`config.mk`:
```
export PLATFORM = sky130hd
export DESIGN_NAME = sdm_sample_sequencer_flat
export DESIGN_NICKNAME = d
export VERILOG_FILES = /design/src/rtl/sdm_sample_sequencer_if.sv /design/src/rtl/sdm_sample_sequencer.sv /design/src/flat_wrapper.sv
export SDC_FILE = /design/constraint.sdc
export NUM_CORES = 1
export LEC_CHECK = 0
export BUFFER_PORTS_ARGS = -buffer_cell sky130_fd_sc_hd__buf_2
export CAP_MARGIN = 20
export CORE_MARGIN = 3
export CORE_UTILIZATION = 40
export DETAILED_ROUTE_END_ITERATION = 16
export PLACE_DENSITY = 0.58
export SLEW_MARGIN = 10
export SYNTH_ARGS = -nofsm -noshare
export SYNTH_HDL_FRONTEND = slang
export SYNTH_SLANG_ARGS = --single-unit
```
`constraint.sdc`:
```
create_clock -name CLOCK -period 2.81 [get_ports CLOCK]
set_input_delay 0.562 -clock CLOCK [delete_from_list [all_inputs] [get_ports CLOCK]]
set_output_delay 0.562 -clock CLOCK [all_outputs]
set_load 0.05 [all_outputs]
```
`src/rtl/sdm_sample_sequencer_if.sv`:
```
// Host-side sample stream for sdm_sample_sequencer: a valid/ready push of one 16-bit word.
// The host drives the master modport; the sequencer takes the slave modport.
interface sdm_sample_sequencer_if;
    logic        S_VALID;
    logic [15:0] S_DATA;
    logic        S_READY;

    modport master (
        output S_VALID,
        output S_DATA,
        input  S_READY
    );

    modport slave (
        input  S_VALID,
        input  S_DATA,
        output S_READY
    );
endinterface

```
`src/rtl/sdm_sample_sequencer.sv`:
```
// Feeds host samples to a sigma-delta modulator, holding each word for 2^OSR_LOG2 clocks.
// Optional build macro SDM_SEQ_UNDERRUN_CNT_EN adds a saturating UNDERRUN_COUNT output.
module sdm_sample_sequencer #(
    parameter int OSR_LOG2     = 6,
    parameter int FIFO_DEPTH   = 4,
    parameter int FLUSH_CYCLES = 4
) (
    input  logic                  CLOCK,
    input  logic                  RESET,
    input  logic                  ENABLE,
    sdm_sample_sequencer_if.slave s_if,
    output logic [15:0]           DATAWORD_OUT,
    output logic                  MOD_RESET_N,
    output logic                  SAMPLE_STROBE,
    output logic                  UNDERRUN,
    output logic                  BUSY
`ifdef SDM_SEQ_UNDERRUN_CNT_EN
    ,
    output logic [15:0]           UNDERRUN_COUNT
`endif
);

    localparam int DATA_W = 16;
    localparam int AW     = (FIFO_DEPTH > 1) ? $clog2(FIFO_DEPTH) : 1;

    localparam logic [7:0]          FLUSH_LAST = 8'(FLUSH_CYCLES - 1);
    localparam logic [7:0]          FLUSH_ONE  = 8'd1;
    localparam logic [OSR_LOG2-1:0] OSR_ONE    = OSR_LOG2'(1);
    localparam logic [AW:0]         PTR_ONE    = (AW + 1)'(1);

    typedef enum logic [1:0] {
        ST_IDLE     = 2'd0,
        ST_FLUSH    = 2'd1,
        ST_RUN      = 2'd2,
        ST_UNDERRUN = 2'd3
    } state_t;

    // Sample FIFO: pointers carry one extra wrap bit so full and empty differ.
    logic [DATA_W-1:0] r_mem [FIFO_DEPTH];
    logic [AW:0]       r_wr_ptr;
    logic [AW:0]       r_rd_ptr;

    logic w_empty;
    logic w_full;
    logic w_push;
    logic w_pop;

    state_t                r_state;
    state_t                w_state_nxt;
    logic [7:0]            r_flush_cnt;
    logic [OSR_LOG2-1:0]   r_osr_cnt;
    logic                  w_osr_tc;
    logic                  w_flush_done;

    logic [DATA_W-1:0]     r_dataword;
    logic                  r_mod_reset_n;
    logic                  r_strobe;
    logic                  r_underrun;
    logic                  r_busy;

    assign w_empty = (r_wr_ptr == r_rd_ptr);
    assign w_full  = (r_wr_ptr[AW] != r_rd_ptr[AW]) &&
                     (r_wr_ptr[AW-1:0] == r_rd_ptr[AW-1:0]);

    assign s_if.S_READY = !w_full;
    assign w_push       = s_if.S_VALID && !w_full;

    assign w_osr_tc     = &r_osr_cnt;
    assign w_flush_done = (r_flush_cnt == FLUSH_LAST);

    always_ff @(posedge CLOCK or negedge RESET) begin
        if (!RESET) begin
            r_wr_ptr <= '0;
            r_rd_ptr <= '0;
        end else begin
            if (w_push) r_wr_ptr <= r_wr_ptr + PTR_ONE;
            if (w_pop)  r_rd_ptr <= r_rd_ptr + PTR_ONE;
        end
    end

    // Storage is pure data; validity is tracked entirely by the pointers.
    always_ff @(posedge CLOCK) begin
        if (w_push) r_mem[r_wr_ptr[AW-1:0]] <= s_if.S_DATA;
    end

    always_ff @(posedge CLOCK or negedge RESET) begin
        if (!RESET) r_state <= ST_IDLE;
        else        r_state <= w_state_nxt;
    end

    // Pops are decided from registered FIFO state only, so a same-cycle push never feeds them.
    always_comb begin
        w_state_nxt = r_state;
        w_pop       = 1'b0;
        case (r_state)
            ST_IDLE: begin
                if (ENABLE && !w_empty) w_state_nxt = ST_FLUSH;
            end
            ST_FLUSH: begin
                if (!ENABLE) begin
                    w_state_nxt = ST_IDLE;
                end else if (w_flush_done) begin
                    w_state_nxt = ST_RUN;
                    w_pop       = 1'b1;
                end
            end
            ST_RUN: begin
                if (w_osr_tc) begin
                    if (!ENABLE)      w_state_nxt = ST_IDLE;
                    else if (w_empty) w_state_nxt = ST_UNDERRUN;
                    else              w_pop       = 1'b1;
                end
            end
            ST_UNDERRUN: begin
                if (!ENABLE) begin
                    w_state_nxt = ST_IDLE;
                end else if (!w_empty) begin
                    w_state_nxt = ST_RUN;
                    w_pop       = 1'b1;
                end
            end
            default: w_state_nxt = ST_IDLE;
        endcase
    end

    always_ff @(posedge CLOCK or negedge RESET) begin
        if (!RESET) begin
            r_flush_cnt <= '0;
            r_osr_cnt   <= '0;
        end else begin
            if (r_state == ST_FLUSH && w_state_nxt == ST_FLUSH) r_flush_cnt <= r_flush_cnt + FLUSH_ONE;
            else                                                r_flush_cnt <= '0;

            // Each loaded sample restarts the period; the counter wraps naturally at terminal count.
            if (w_pop || w_state_nxt != ST_RUN) r_osr_cnt <= '0;
            else                                r_osr_cnt <= r_osr_cnt + OSR_ONE;
        end
    end

    // Outputs are registered from the next state so they line up with the state they describe.
    always_ff @(posedge CLOCK or negedge RESET) begin
        if (!RESET) begin
            r_dataword    <= '0;
            r_mod_reset_n <= 1'b0;
            r_strobe      <= 1'b0;
            r_underrun    <= 1'b0;
            r_busy        <= 1'b0;
        end else begin
            if (w_pop)                         r_dataword <= r_mem[r_rd_ptr[AW-1:0]];
            else if (w_state_nxt == ST_IDLE)   r_dataword <= '0;
            r_mod_reset_n <= (w_state_nxt == ST_RUN) || (w_state_nxt == ST_UNDERRUN);
            r_strobe      <= w_pop;
            r_underrun    <= (w_state_nxt == ST_UNDERRUN);
            r_busy        <= (w_state_nxt != ST_IDLE);
        end
    end

    assign DATAWORD_OUT  = r_dataword;
    assign MOD_RESET_N   = r_mod_reset_n;
    assign SAMPLE_STROBE = r_strobe;
    assign UNDERRUN      = r_underrun;
    assign BUSY          = r_busy;

`ifdef SDM_SEQ_UNDERRUN_CNT_EN
    logic [15:0] r_underrun_cnt;

    always_ff @(posedge CLOCK or negedge RESET) begin
        if (!RESET) begin
            r_underrun_cnt <= '0;
        end else if (r_state == ST_RUN && w_state_nxt == ST_UNDERRUN &&
                     r_underrun_cnt != 16'hFFFF) begin
            r_underrun_cnt <= r_underrun_cnt + 16'd1;
        end
    end

    assign UNDERRUN_COUNT = r_underrun_cnt;
`endif

endmodule

```
`src/flat_wrapper.sv`:
```
// flat-port wrapper written by rule: the top's interface ports become plain ports
module sdm_sample_sequencer_flat 
#(
    parameter int OSR_LOG2     = 6,
    parameter int FIFO_DEPTH   = 4,
    parameter int FLUSH_CYCLES = 4
)
  (CLOCK, RESET, ENABLE, DATAWORD_OUT, MOD_RESET_N, SAMPLE_STROBE, UNDERRUN, BUSY, s_if_S_VALID, s_if_S_DATA, s_if_S_READY);
  sdm_sample_sequencer_if s_if_i ();
  input  logic CLOCK;
  input  logic RESET;
  input  logic ENABLE;
  output logic [15:0] DATAWORD_OUT;
  output logic MOD_RESET_N;
  output logic SAMPLE_STROBE;
  output logic UNDERRUN;
  output logic BUSY;
  input wire logic [$bits(s_if_i.S_VALID)-1:0] s_if_S_VALID;
  input wire logic [$bits(s_if_i.S_DATA)-1:0] s_if_S_DATA;
  output wire logic [$bits(s_if_i.S_READY)-1:0] s_if_S_READY;
  assign s_if_i.S_VALID = s_if_S_VALID;
  assign s_if_i.S_DATA = s_if_S_DATA;
  assign s_if_S_READY = s_if_i.S_READY;
  sdm_sample_sequencer #(.OSR_LOG2(OSR_LOG2), .FIFO_DEPTH(FIFO_DEPTH), .FLUSH_CYCLES(FLUSH_CYCLES)) u_core (.CLOCK(CLOCK), .RESET(RESET), .ENABLE(ENABLE), .s_if(s_if_i), .DATAWORD_OUT(DATAWORD_OUT), .MOD_RESET_N(MOD_RESET_N), .SAMPLE_STROBE(SAMPLE_STROBE), .UNDERRUN(UNDERRUN), .BUSY(BUSY));
endmodule
```
Word level (Yosys, flattened, before mapping):

Memory sizes are Yosys's and may differ from the RTL's.
Index checks and enable logic that the tools add are counted.

* memories kept: 1
* RAM bits: 64
* register bits: 42
* bits in latches: 0
* memory bits (read-only): 0
* output and inout bits: 21

* magnitude comparators: 0
* multiplexer cells: 21
* $mul: 0
* bitwise gates (word level): 0
* shift operators: 0
* divide/modulo/power cells: 0
* eq/ne operators: 11
* reductions and logical operators: 13
* $add $sub $neg: 4

Memories
* u_core.r_mem: depth 4, width 16, read ports 1, clocked after Yosys merged registers in 0, write ports 1, RTL line sdm_sample_sequencer.sv:39 `logic [DATA_W-1:0] r_mem [FIFO_DEPTH];`

Operator list (number)
* $mux 16: 2
* $mux 2: 8
* $add 8x1->8 const B: 1
* $eq 2x2->1 const B: 4
* $eq 8x2->1 const B: 1
* $mux 8: 1
* $pmux 2 s4: 1
* $mux 1: 7
* $add 3x1->3 const B: 2
* $add 6x1->6 const B: 1
* $mux 6: 1
* $reduce_and 6->1: 1
* $eq 2x1->1 const B: 2
* $logic_and 1x1->1: 4
* $logic_not 2->1: 2
* $reduce_bool 2->1: 2
* $eq 3x3->1: 1
* $pmux 1 s3: 1
* $eq 2x2->1: 1
* $logic_not 1->1: 2
* $logic_or 1x1->1: 2
* $ne 2x2->1 const B: 1
* $ne 1x1->1: 1

Logic depth before layout (Yosys ltp):

Gate-level depths: netlist of run 1.

* depth in word-level cells: 8
* gate-level depth with buffers: 8
* depth with buffers taken out: 5

Worst setup path after synthesis of run 1:

OpenSTA, ideal clock, no wires.

* path type: register -> register
* start: reg u_core.r_osr_cnt[0]
* end: reg u_core.r_dataword[0], in the netlist u_core.DATAWORD_OUT[0]
* cell stages (with the launch flop): 9
* data arrival time: 1877 ps
* path buffers: 3
* data required time: 2709 ps
* path slack: 833 ps
* library setup time: 101 ps
* clock period less this slack: 1977 ps
* cells stage by stage: dfrtp_1 -> ha_1 -> and3_1 -> buf_2 -> a311o_1 -> buf_2 -> a21boi_4 -> buf_6 -> nor4_1

* cells in the longest elaborated chain, start to end: 5
* elaborated cells between the ends (all ways): 8

RTL lines
* start: declaration: RTL line sdm_sample_sequencer.sv:51 `logic [OSR_LOG2-1:0] r_osr_cnt;`
* start signal: assignment: RTL line sdm_sample_sequencer.sv:136 `else r_osr_cnt <= r_osr_cnt + OSR_ONE;`
* $reduce_and 6->1 *: RTL line sdm_sample_sequencer.sv:68 `assign w_osr_tc = &r_osr_cnt;`
* $mux 2: RTL line sdm_sample_sequencer.sv:108 `if (w_osr_tc) begin`
* $pmux 2 s4: RTL line sdm_sample_sequencer.sv:95 `case (r_state)`
* $logic_not 2->1: RTL line sdm_sample_sequencer.sv:150 `else if (w_state_nxt == ST_IDLE) r_dataword <= '0;`
* $reduce_bool 2->1 (no line)
* end signal: assignment: RTL line sdm_sample_sequencer.sv:149 `if (w_pop) r_dataword <= r_mem[r_rd_ptr[AW-1:0]];`
* end: declaration: RTL line sdm_sample_sequencer.sv:55 `logic [DATA_W-1:0] r_dataword;`

Every way passes the cells marked *; elsewhere a longest branch is shown, timed or not.
A chain may end at the register's enable or synchronous reset.

Worst setup path in the final report of run 1:

* start: reg u_core.r_flush_cnt[0]
* end: reg u_core.r_dataword[9], in the netlist u_core.DATAWORD_OUT[9]

* cells in the longest elaborated chain, start to end: 6
* elaborated cells between the ends (all ways): 10

RTL lines
* start: declaration: RTL line sdm_sample_sequencer.sv:50 `logic [7:0] r_flush_cnt;`
* start signal: assignment: RTL line sdm_sample_sequencer.sv:131 `if (r_state == ST_FLUSH && w_state_nxt == ST_FLUSH) r_flush_cnt <= r_flush_cnt + FLUSH_ONE;`
* $eq 8x2->1 *: RTL line sdm_sample_sequencer.sv:69 `assign w_flush_done = (r_flush_cnt == FLUSH_LAST);`
* $mux 2: RTL line sdm_sample_sequencer.sv:102 `end else if (w_flush_done) begin`
* $mux 2: RTL line sdm_sample_sequencer.sv:100 `if (!ENABLE) begin`
* $pmux 2 s4: RTL line sdm_sample_sequencer.sv:95
* $logic_not 2->1: RTL line sdm_sample_sequencer.sv:150
* $reduce_bool 2->1 (no line)

Marked as above.

==> out/results.ini, run 1 <==
[layout]
drive_above_1_share = 0.266
nets = 372
layout_commonest_cell = edfxtp_1
area_growth_syn_to_layout_pct = 13.2
fillers = 987
n_antenna_cell = 0
layout_common_cells = 64 x edfxtp_1, 42 x dfrtp_1, 40 x buf_2

[worst_setup_path]
crit_path_start_kind = flip-flop
rr_startpoint = u_core.r_flush_cnt[0]
cp.arrival_ns = 2.47
path_class = reg -> reg
crit_path_end_kind = flip-flop
crit_required_ns = 3.02
crit_path_start = u_core.r_flush_cnt[0]
cp_max_fo = 17
r2r_setup_slack_ns = 0.55

[placed_design]
routabilityCongestion = 0.762
dp_hpwl_microns = 5570
dpl_worst_slack_ns = 0.545
port_buffers = 40

[timing]
final-hold-violation-count = 0
setup_ws_ns = 0.551
clock_skew_ns = 0.00742
tns_ns = 0
fmaxAchievable_ghz = 0.443
maxSlewHeadroom = 0.371
drv_slew = 0
rsz0062_at_grt = no
hold_ws_ns = 0.356
min_period_ns = 2.26
fin_crit_sh = 0.804
worst_pin_slew_ns = 0.944
setup_viol = 0

[detailed_routing]
ant_nets = 0
vias_per_cell = 5.30
drt_first_pass_iters = 4
drc = 0
vias = 2592
drt-total-wl_microns = 8530
dr.first_iter.drc_count = 168
drt-wirelength-per-cell_microns = 17.4

[global_route]
grt_overflow_total = 0
grt_start_max_net_pins = 43
antenna_found_initial = 0
grt_pass1_vias = 2575
grt_pass1_wl_microns = 14000
grt_use_total = 0.144

[clock_network]
root_buffer = clkbuf_16
cts_hold_buf = 0
cts_tree = built
clock_latency_ns = 0.35
clkTransAtPathRegs_ns = 0.07
htree_levels = 3
cts_buffer_depth = 2
postCtsResizedCells = 0
cts_setup_buffers = 0
numCtsBuffers = 9
clock-sinks = 106

[logic_synthesis]
ys_ff_latch = 106
syn_area_sq_um = 4530
synth.distinct_cells = 46
avgSynthCellArea_sq_um = 15.0
synth.net_count = 330
synth_edf_count = 64
ys_seq_area_frac = 0.656
yosys_warnings = 0
synth-async-reset-ratio = 0.396
synthFlopType = edfxtp_1
syn_inst = 303

[floorplan]
std_cell_rows = 38
initial_utilization = 0.414
die_w_microns = 112
die_y_microns = 112
io_pins = 41
fp.dieArea_sq_um = 12600
core-area_sq_um = 10900

[power]
leakage_nw = 1.97
power.density_nw_per_um2 = 704
peakVddDrop_uv = 410

[run_status]
status = complete, no violations

[hold_path]
hp-class = in -> async

[job]
drv_cap = 0

==> metal layers <==
metal	routed length, microns	vias to the layer above	part of all wire	GRT usage
met5	0	-	0	0
met4	95	0	0.011	0.0409
met3	352	7	0.041	0.0464
met2	4050	48	0.47	0.218
met1	4030	1309	0.47	0.201
li1	-	1228	-	-
==> power breakdown <==
| group | switching [mW] | internal (mW) |
|---|---|---|
| sequential | 0.0643 | 1.88 |
| combinational | 0.357 | 0.172 |
| clock | 0.545 | 0.597 |
==> worst max-delay path: stages (launching register included) <==
cell and delay (ns):
dfrtp_1 0.41, ha_1 0.25, or3b_2 0.53, or3_1 0.64, nor2_1 0.23, nor4_2 0.06
==> logic make-up after synthesis <==
group,share of synthesized area
adder cells (fa/ha/maj),0.0193
AO/OA/AOI/OAI,0.0591
buffers and inverters,0.0331
multiplexers,0.0842
XOR/XNOR,0.0348
flip-flops,0.656
AND/OR/NAND/NOR,0.113
==> path summary, 6_finish.rpt <==
kind                                               end  cells past startpoint
worst max-delay path            u_core.DATAWORD_OUT[9]                      5
worst min-delay path               u_core.r_osr_cnt[2]                      1
worst max register to register  u_core.DATAWORD_OUT[9]                      5
worst min register to register     u_core.r_osr_cnt[0]                      1
max in group asynchronous                  u_core.BUSY                      1
min in group CLOCK                 u_core.r_mem[2][10]                      1
==> flip-flops by register name (all words and copies together) (netlist names) <==
signal                cells
u_core.BUSY               1
u_core.DATAWORD_OUT      16
u_core.MOD_RESET_N        1
u_core.SAMPLE_STROBE      1
u_core.UNDERRUN           1
u_core.r_flush_cnt        8
u_core.r_mem             64
u_core.r_osr_cnt          6
u_core.r_rd_ptr           3
u_core.r_state            2
u_core.r_wr_ptr           3
==> cell usage after synthesis, drive strengths merged, types with 2 or more instances <==
cell type  count  area (sq um)
a211oi        16           120
a21oi          5          28.8
o211ai         2          25.0
nand2b         2          12.5
inv            8          30.0
o21ai          2          10.0
nor3          18           106
or3            2          12.5
edfxtp        64          1920
nand3          8          40.0
nor2          32           128
nor4          16           113
nand2          2          7.51
mux4          16           360
buf           14           101
xnor2          8          70.1
ha             7          87.6
and2           4          25.0
xor2          10          87.6
clkbuf         5          18.8
dfrtp         42          1050
nand4          2          12.5
and3           3          18.8
==> layout make-up <==
type                    count  area [sq um]  area share
clock buffers               9           225      0.0439
clock inverters             6          42.5     0.00829
multi-input cells         170          1410       0.275
well taps                 140           175      0.0341
flip-flops and latches    106          2970       0.580
inverters                   8          30.0     0.00585
repair buffers             50           275      0.0537
==> metrics by stage <==
stage | cell area, sq um | power (mW) | std cells | util
floorplan | 4530 | 2.30 | 303 | -
global placement | 4860 | 2.49 | 474 | 0.445
detailed placement | 4860 | 2.51 | 474 | 0.445
CTS | 5130 | 3.66 | 489 | 0.469
global route | 5130 | 3.79 | 489 | 0.469
finish | 5130 | 3.61 | 489 | 0.469
No activity file was read; power rests on OpenSTA's default activity.
==> run 2, diff against run 1 <==
==> constraint.sdc (replaced) <==
create_clock -name CLOCK -period 2.4 [get_ports CLOCK]
set_input_delay 0.48 -clock CLOCK [delete_from_list [all_inputs] [get_ports CLOCK]]
set_output_delay 0.48 -clock CLOCK [all_outputs]
set_load 0.05 [all_outputs]
==> run 2 against run 1 <==
  * First-iteration DRC count down 25%
  * Non-clock buffer count up 4
  * Hold slack worse by 0.16 ns
  * Clock power up 29%
  * Register-to-register slack worse by 0.22 ns
  * Clock-buffer cell count unchanged
  * Combinational power up 15%
  * Critical path depth up 1
  * Global-route usage up 0.29 points
  * Maximum frequency up 9.4%
  * Critical endpoint is now u_core.DATAWORD_OUT[0]
  * Highest routed layer unchanged
==> out/results.ini, run 2 (same netlist as run 1, synthesis figures left out) <==
[worst_setup_path]
cp.arrival_ns = 2.32  ; -0.15 ns
path_buf_inv = 1  ; +1
path_class = reg -> reg
ff2ff_path_depth = 6  ; +1
crit_chain = ha_1 -> or3b_2 -> nor3_4 -> buf_4 -> a211oi_1 -> nor4_1
crit_path_max_incr_delay_ns = 0.53  ; -0.11 ns
endpoint = u_core.DATAWORD_OUT[0]
r2r_setup_slack_ns = 0.33  ; -0.22 ns
crit_path_end_kind = flip-flop
path_depth = 6  ; +1
crit_required_ns = 2.65  ; -0.37 ns
crit_path_start_kind = flip-flop
crit_path_start = u_core.r_flush_cnt[0]
rr_startpoint = u_core.r_flush_cnt[0]
crit_slowest_cell = or3b_2
cp_max_fo = 10  ; -7
crit_family = simple AND/OR/NAND/NOR gates
reg2reg_to = u_core.DATAWORD_OUT[0]

[global_route]
grt_overflow_total = 0  ; unchanged
grt_use_total = 0.147  ; +0.00285
grt_start_max_net_pins = 43  ; unchanged
grt_pass1_wl_microns = 14300  ; +1.9%
grt_pass1_vias = 2675  ; +3.9%
antenna_found_initial = 0  ; unchanged

[power]
leakage_nw = 2.01  ; +2.0%
power.density_nw_per_um2 = 837  ; +19%
totalPowerFinal_mw = 4.35  ; +20%
peakVddDrop_uv = 523  ; +27%

[clock_network]
cts_setup_buffers = 0  ; unchanged
numCtsBuffers = 9  ; unchanged
root_buffer = clkbuf_16
cts_hold_buf = 0  ; unchanged
postCtsResizedCells = 0  ; unchanged
clock_latency_ns = 0.35  ; about the same
cts_tree = built
htree_levels = 3  ; unchanged
cts_buffer_depth = 2  ; unchanged
clkTransAtPathRegs_ns = 0.08  ; about the same
clock-sinks = 106  ; unchanged

[detailed_routing]
dr.first_iter.drc_count = 126  ; -25%
drt-wirelength-per-cell_microns = 17.2  ; -1.5%
ant_nets = 0  ; unchanged
drc = 0  ; unchanged
vias_per_cell = 5.27  ; -0.63%
drt-total-wl_microns = 8490  ; -0.46%
vias = 2602  ; +0.39%
drt_first_pass_iters = 4  ; unchanged

[layout]
layout_common_cells = 64 x edfxtp_1, 42 x dfrtp_1, 40 x buf_2
area_growth_syn_to_layout_pct = 14.7
final_area_sq_um = 5200  ; +1.3%
largest_reg_flops = 64  ; unchanged
stdcell_count = 494  ; +1.0%
nets = 376  ; +1.1%
n_antenna_cell = 0  ; unchanged
drive_above_1_share = 0.280  ; +0.0132
layout_commonest_cell = edfxtp_1

[floorplan]
die_y_microns = 112  ; unchanged
core-area_sq_um = 10900  ; unchanged
std_cell_rows = 38  ; unchanged
initial_utilization = 0.414  ; unchanged
fp.dieArea_sq_um = 12600  ; unchanged
io_pins = 41  ; unchanged
die_w_microns = 112  ; unchanged

[timing]
final-hold-violation-count = 0  ; unchanged
rsz0062_at_grt = no
clock_skew_ns = 0.00715  ; -0.000273 ns
tns_ns = 0  ; unchanged
setup_viol = 0  ; unchanged
maxSlewHeadroom = 0.626  ; +0.256
worst_pin_slew_ns = 0.561  ; -0.384 ns
fmaxAchievable_ghz = 0.484  ; +9.4%
min_period_ns = 2.07  ; -0.193 ns
fin_crit_sh = 0.861  ; +0.0568
drv_slew = 0  ; unchanged

[placed_design]
dp_cells = 478  ; +0.84%
place_area_sq_um = 4890  ; +0.62%
routabilityCongestion = 0.742  ; -2.6%
port_buffers = 40  ; unchanged
dp_hpwl_microns = 5630  ; +1.2%

[hold_path]
hp-class = in -> async

[run_status]
status = complete, no violations

[job]
drv_cap = 0  ; unchanged

==> run 2: layer usage <==
layer  vias to the layer above  routed length, microns  track usage
met1                      1309                    3880        0.197
li1                       1246                       -            -
met3                         9                     359       0.0469
met5                         -                       0            0
met4                         0                      97       0.0409
met2                        38                    4150        0.232
==> run 2: power by group <==
| group | total, mW | switching, mW | internal, mW |
|---|---|---|---|
| Sequential | 2.27 | 0.0770 | 2.20 |
| Combinational | 0.610 | 0.408 | 0.202 |
| Clock | 1.47 | 0.721 | 0.746 |
| Total | 4.35 | 1.21 | 3.14 |
==> run 2: area by class of cell <==
type,count,area (sq um)
clock buffers,9,225
clock inverters,7,78.8
fillers,966,5740
inverters,8,30.0
multi-input cells,170,1410
flip-flops and latches,106,2970
well taps,140,175
repair buffers,54,305
==> run 2: metrics by stage <==
| stage | worst slack, ns | hold WS, ns | util |
|---|---|---|---|
| CTS | 0.313 | 0.217 | 0.475 |
| global placement | 0.388 | 0.443 | 0.447 |
| global route | 0.135 | 0.253 | 0.475 |
| floorplan | 0.423 | 0.184 | - |
| finish | 0.334 | 0.198 | 0.475 |
| detailed placement | 0.319 | 0.466 | 0.447 |
==> run 2: how the worst min path moves through the flow <==
stage	start	endpoint	slack, ns
3_3_place_gp	u_core.r_osr_cnt[0]	u_core.r_osr_cnt[0]	0.44
5_1_grt	RESET	u_core.r_osr_cnt[2]	0.25
3_5_place_dp	u_core.r_osr_cnt[0]	u_core.r_osr_cnt[0]	0.47
2_1_floorplan	RESET	u_core.BUSY	0.18
4_1_cts	RESET	u_core.r_osr_cnt[3]	0.22
6_report	RESET	u_core.r_osr_cnt[5]	0.20
==> run 2: worst register-to-register path: stages (launching register included) <==
cell,delay (ns)
dfrtp_1,0.41
ha_1,0.24
or3b_2,0.53
nor3_4,0.30
buf_4,0.25
a211oi_1,0.06
nor4_1,0.18
